**config.mk**
```make
export PLATFORM = sky130hd
export DESIGN_NAME = subservient_wb_timer
export DESIGN_NICKNAME = d
export VERILOG_FILES = /design/src/rtl/subservient_wb_timer.sv
export SDC_FILE = /design/constraint.sdc
export NUM_CORES = 1
export LEC_CHECK = 0
export BUFFER_PORTS_ARGS = -buffer_cell sky130_fd_sc_hd__clkbuf_2
export CORE_MARGIN = 2
export CORE_UTILIZATION = 57
export CTS_CLUSTER_DIAMETER = 30
export CTS_CLUSTER_SIZE = 25
export DETAILED_ROUTE_END_ITERATION = 8
export PLACE_DENSITY = 0.78
export REMOVE_ABC_BUFFERS = 1
export SYNTH_ARGS = -nofsm -noshare
export SYNTH_HDL_FRONTEND = slang
export SYNTH_SLANG_ARGS = --single-unit
```
**constraint.sdc**
```tcl
create_clock -name i_clk -period 4.5 [get_ports i_clk]
set_input_delay 0.45 -clock i_clk [delete_from_list [all_inputs] [get_ports i_clk]]
set_output_delay 0.45 -clock i_clk [all_outputs]
set_load 0.02 [all_outputs]
```
**src/rtl/subservient_wb_timer.sv**
```systemverilog
// subservient_wb_timer: Wishbone machine timer for the subservient peripheral bus.
// MTIME counter with prescaler, MTIMECMP compare and a registered timer irq.
// Optional build macro: SUBSERVIENT_TIMER_64_EN widens MTIME/MTIMECMP to 64 bits
// and maps the upper halves at word indices 4 (MTIMEH) and 5 (MTIMECMPH).
module subservient_wb_timer #(
  parameter int          PRESCALE_W = 8,
  parameter logic [31:0] CMP_RESET  = 32'hFFFFFFFF
) (
  input  logic        i_clk,
  input  logic        i_rst,
  input  logic [31:0] i_wb_adr,
  input  logic [31:0] i_wb_dat,
  input  logic [3:0]  i_wb_sel,
  input  logic        i_wb_we,
  input  logic        i_wb_stb,
  output logic [31:0] o_wb_rdt,
  output logic        o_wb_ack,
  output logic        o_timer_irq
);

`ifdef SUBSERVIENT_TIMER_64_EN
  localparam int          TW       = 64;
  localparam logic [63:0] CMP_INIT = {32'hFFFFFFFF, CMP_RESET};
`else
  localparam int          TW       = 32;
  localparam logic [31:0] CMP_INIT = CMP_RESET;
`endif

  // Replace the selected byte lanes of old_v with new_v.
  function automatic logic [31:0] byte_merge(input logic [31:0] old_v,
                                             input logic [31:0] new_v,
                                             input logic [3:0]  sel);
    logic [31:0] r;
    r = old_v;
    for (int b = 0; b < 4; b++) begin
      if (sel[b]) r[8*b +: 8] = new_v[8*b +: 8];
    end
    return r;
  endfunction

  logic                  ack_q;
  logic [31:0]           rdt_q, rdt_d;
  logic                  irq_q, irq_d;
  logic [TW-1:0]         mtime_q, mtime_d;
  logic [TW-1:0]         cmp_q, cmp_d;
  logic                  en_q, en_d;
  logic [PRESCALE_W-1:0] pre_q, pre_d;
  logic [PRESCALE_W-1:0] cnt_q, cnt_d;

  logic                  access;
  logic                  wr;
  logic [2:0]            idx;
  logic                  wr_mtime_lo, wr_cmp_lo, wr_ctrl;
  logic                  wr_mtime_any;
  logic                  tick;
  logic [31:0]           ctrl_rd;
  logic [PRESCALE_W-1:0] pre_wr;
  logic                  unused_adr;

  // A new access is one where stb is seen while ack is not already high.
  // A write with no byte lanes selected is treated as no write at all,
  // so it neither changes registers nor disturbs the prescaler.
  assign access      = i_wb_stb & ~ack_q;
  assign wr          = access & i_wb_we & (|i_wb_sel);
  assign idx         = i_wb_adr[4:2];
  assign wr_mtime_lo = wr && (idx == 3'd0);
  assign wr_cmp_lo   = wr && (idx == 3'd1);
  assign wr_ctrl     = wr && (idx == 3'd2);
  assign tick        = en_q && (cnt_q == pre_q);
  assign unused_adr  = ^{i_wb_adr[31:5], i_wb_adr[1:0]};

`ifdef SUBSERVIENT_TIMER_64_EN
  logic wr_mtime_hi, wr_cmp_hi;
  assign wr_mtime_hi  = wr && (idx == 3'd4);
  assign wr_cmp_hi    = wr && (idx == 3'd5);
  assign wr_mtime_any = wr_mtime_lo | wr_mtime_hi;
`else
  assign wr_mtime_any = wr_mtime_lo;
`endif

  // PRE field lives at bits [8+PRESCALE_W-1:8]; each bit follows its byte lane.
  for (genvar gi = 0; gi < PRESCALE_W; gi++) begin : g_pre_bits
    assign pre_wr[gi] = i_wb_sel[(8 + gi) / 8] ? i_wb_dat[8 + gi] : pre_q[gi];
  end

  // CTRL read view: EN in bit 0, PRE above bit 8, everything else zero.
  always_comb begin
    ctrl_rd                  = '0;
    ctrl_rd[0]               = en_q;
    ctrl_rd[8 +: PRESCALE_W] = pre_q;
  end

  // Next-state for control, prescaler, counter, compare, irq and read data.
  always_comb begin
    en_d    = en_q;
    pre_d   = pre_q;
    cnt_d   = cnt_q;
    mtime_d = mtime_q;
    cmp_d   = cmp_q;
    rdt_d   = rdt_q;
    irq_d   = (mtime_q >= cmp_q);

    if (wr_ctrl) begin
      en_d  = i_wb_sel[0] ? i_wb_dat[0] : en_q;
      pre_d = pre_wr;
    end

    // Prescale counter restarts on any CTRL write so a new divisor takes
    // effect from a known phase.
    if (wr_ctrl) begin
      cnt_d = '0;
    end else if (en_q) begin
      cnt_d = tick ? '0 : cnt_q + 1'b1;
    end

    // A software write to the counter wins over a coincident tick.
    if (wr_mtime_any) begin
      if (wr_mtime_lo) mtime_d[31:0] = byte_merge(mtime_q[31:0], i_wb_dat, i_wb_sel);
`ifdef SUBSERVIENT_TIMER_64_EN
      if (wr_mtime_hi) mtime_d[63:32] = byte_merge(mtime_q[63:32], i_wb_dat, i_wb_sel);
`endif
    end else if (tick) begin
      mtime_d = mtime_q + 1'b1;
    end

    if (wr_cmp_lo) cmp_d[31:0] = byte_merge(cmp_q[31:0], i_wb_dat, i_wb_sel);
`ifdef SUBSERVIENT_TIMER_64_EN
    if (wr_cmp_hi) cmp_d[63:32] = byte_merge(cmp_q[63:32], i_wb_dat, i_wb_sel);
`endif

    if (access) begin
      case (idx)
        3'd0:    rdt_d = mtime_q[31:0];
        3'd1:    rdt_d = cmp_q[31:0];
        3'd2:    rdt_d = ctrl_rd;
        3'd3:    rdt_d = {31'b0, irq_q};
`ifdef SUBSERVIENT_TIMER_64_EN
        3'd4:    rdt_d = mtime_q[63:32];
        3'd5:    rdt_d = cmp_q[63:32];
`endif
        default: rdt_d = 32'h0;
      endcase
    end
  end

  // State registers; reset aborts any in-flight access.
  always_ff @(posedge i_clk or posedge i_rst) begin
    if (i_rst) begin
      ack_q   <= 1'b0;
      rdt_q   <= 32'h0;
      irq_q   <= 1'b0;
      mtime_q <= '0;
      cmp_q   <= CMP_INIT;
      en_q    <= 1'b0;
      pre_q   <= '0;
      cnt_q   <= '0;
    end else begin
      ack_q   <= access;
      rdt_q   <= rdt_d;
      irq_q   <= irq_d;
      mtime_q <= mtime_d;
      cmp_q   <= cmp_d;
      en_q    <= en_d;
      pre_q   <= pre_d;
      cnt_q   <= cnt_d;
    end
  end

  assign o_wb_ack    = ack_q;
  assign o_wb_rdt    = rdt_q;
  assign o_timer_irq = irq_q;

endmodule

```
==> flow_summary.ini <==
[timing]
rsz0062_at_grt = false
worstMarginPinSlew_ns = 0.925
report.final.slew_viol_count = 0
max_freq_mhz = 375
fin_crit_ns = 2.66
setup_viol = 0
fin_crit_sh_pct = 59.2
finClkSkew_ns = 0.00653
fin_hold_ws_ns = 0.0340
finalHoldViolations = 0
slew_headroom_pct = 38.3
final.setup.tns_ns = 0

[clock_tree]
clkTransAtPathRegs_ns = 0.05
cts-hold-fix-buffers = 0
cts_tree = built
postCtsResizedCells = 0
postCtsSetupBuffers = 0
clkLatencyLatePin_ns = 0.42
clock-sinks = 115
cts-root-buf = clkbuf_16
cts.htree.levels = 4
cts_buffers = 17
clockBufferDepth = 2

[grt]
antenna_found_initial = 0
grt_pass1_wl_mm = 26.1
gr-total-overflow = 0
grt_pass1_vias = 5308
track_usage_pct = 28.5
grt_max_degree = 49

[floorplanning]
dieHeight_um = 110
die_width_um = 110
die_area_um2 = 12200
core-area_um2 = 10900
rows = 38
io_pins = 106
initial_core_util_pct = 59.0

[synthesis]
synth_edf_count = 0
async_flop_share_pct = 100
synth_top_cell_area_share_pct = 32.2
synth_seq_cells = 115
synth_cell_types = 60
syn_area_um2 = 6450
postSynthAreaPerCell_um2 = 9.60
synthFlopType = dfrtp_1
seq_area_frac_synth_pct = 45.2
netlist_top_cells_area = dfrtp_1 (32%), dfstp_2 (13%), ha_1 (6.6%)
netlist_instances = 672
yosysWarnings = 0
yosys.area.top_type = dfrtp_1

[cells_and_area]
fin_area_um2 = 7450
antenna_cells = 0
fill_cells = 856
drive_above_1_share_pct = 24.4
num-nets-final = 850
syn_to_final_growth_pct = 15.5

[worst_setup_path]
crit_path_max_incr_delay_ns = 0.78
r2r_start = o_wb_ack
worstReg2RegEnd = mtime_q[6]
end_kind = flop
worst-path-buf-inv = 4
cp.required_ns = 4.80
r2r_slack_ns = 1.97
startpoint = i_wb_adr[2]
start_kind = input pin
crit_family = simple AND/OR/NAND/NOR gates
worst-path-stages = 9
crit_path_cell_trace = clkbuf_2 > buf_4 > nor3_2 > buf_4 > or3b_1 > buf_4 > a21oi_1 > nor2_1 > o22a_1
arrival_ns = 2.97
critPathMaxFanout = 28
rr_worst_depth = 6
critPathKind = input pin to flop
path_common_cell = buf_4
cp-endpoint = mtime_q[6]
crit_slowest_cell = or3b_1

[flow_run]
drv_cap = 0

[place]
hpwl_mm = 11.1
place_area_um2 = 6940
numPortBuffers = 76
gp_congestion = 0.915

[detailed_routing]
routed_wl_mm = 16.1
antenna_left = 0
route.vias.total = 5553
drc = 0
wire_per_inst_um = 18.0
drtIter0Drc = 403
drt-pass1-iter-count = 6
routed_via_density = 6.19

[min_path]
hp-class = input pin to async pin

[pwr]
leakagePower_nw = 3.55
p_per_area_nw_per_um2 = 451
irDropWorstVdd_mv = 0.316

[outcome]
status = completed
## report_power, final
group / internal, mW / switching (mW)
combinational: 0.313 / 0.412
sequential: 1.26 / 0.202
clock: 0.724 / 0.445
## cell usage in the layout, fill, tap and decap left out, types with 5 or more instances in the layout
master      n
nor2_1     86
dfrtp_1    83
clkbuf_2   76
nand2_1    65
a21oi_1    37
inv_1      37
ha_1       34
dfstp_2    32
o21ai_0    31
a221oi_1   24
mux2_2     24
clkbuf_16  17
nand3_1    15
nand4_1    14
nor3_1     11
xor2_1     11
mux2i_1    11
buf_4      10
a22o_1      9
a211oi_1    8
and2_1      8
o21ai_1     8
a311oi_1    8
clkbuf_1    7
and4_1      6
clkinv_2    6
a21o_1      5
and3_1      5
o22ai_1     5
## kinds of logic (layout without fill, tap and decap cells)
group / count (synthesis) / in the layout / share of synthesized area (%)
xor+xnor: 15 / 15 / 2.04
compound gates: 159 / 159 / 16.6
buf+inv: 72 / 157 / 4.48
mux: 36 / 36 / 6.25
simple gates: 241 / 241 / 18.8
fa+ha+maj: 34 / 34 / 6.60
flops: 115 / 115 / 45.2
## final cells by class
| class | count | area [µm²] | area share [%] |
|---|---|---|---|
| Inverter | 39 | 149 | 2.00 |
| Multi-Input combinational cell | 485 | 3240 | 43.5 |
| Clock buffer | 26 | 479 | 6.43 |
| Clock inverter | 6 | 30.0 | 0.403 |
| Timing Repair Buffer | 86 | 455 | 6.11 |
| Tap cell | 140 | 175 | 2.35 |
| Sequential cell | 115 | 2920 | 39.2 |
## registers in the layout (all words and copies together) (netlist names)
name         count
o_wb_ack         1
o_wb_rdt        32
pre_q            8
o_timer_irq      1
en_q             1
cmp_q           32
mtime_q         32
cnt_q            8
## worst min path at each step
stage	startpoint	end	slack [ns]	cells past startpoint
6_report	i_rst	o_wb_rdt[26]	0.03	2
5_1_grt	i_rst	o_wb_rdt[26]	0.08	2
4_1_cts	i_rst	o_wb_rdt[26]	0.05	2
3_5_place_dp	i_rst	o_wb_rdt[26]	0.49	2
3_3_place_gp	i_rst	o_wb_rdt[26]	0.48	2
2_1_floorplan	cmp_q[2]	cmp_q[2]	0.47	2
## per-layer routing
| layer | up-vias | share of wire (%) | global-route usage, % |
|---|---|---|---|
| li1 | 2585 | - | - |
| met1 | 2667 | 43 | 38.7 |
| met2 | 258 | 47 | 45.0 |
| met3 | 43 | 7.1 | 5.47 |
| met4 | 0 | 2.6 | 12.2 |
| met5 | - | 0 | 0 |
## cell usage after synthesis (14+ instances only)
master / instances
nand2_1: 65
inv_1: 38
ha_1: 34
dfstp_2: 32
nand3_1: 15
a221oi_1: 24
o21ai_0: 31
nor2_1: 86
a21oi_1: 37
clkbuf_1: 19
mux2_2: 24
nand4_1: 14
dfrtp_1: 83
## worst register-to-register path: stages, from the launching register on
cell      delay (ns)
dfrtp_1         0.37
nand3b_1        0.29
or3b_1          0.81
buf_4           0.38
a21oi_1         0.30
nor2_1          0.09
o22a_1          0.18
## through the flow
stage	setup WS (ns)	instances	util (%)	power [mW]
after floorplan	1.06	639	-	1.94
after CTS	1.90	897	68.1	3.37
after global routing	1.64	897	68.1	3.55
after global placement	1.55	865	63.5	2.15
final	1.84	897	68.1	3.36
after detailed placement	1.45	865	63.5	2.19
No activity file was read; power rests on OpenSTA's default activity.
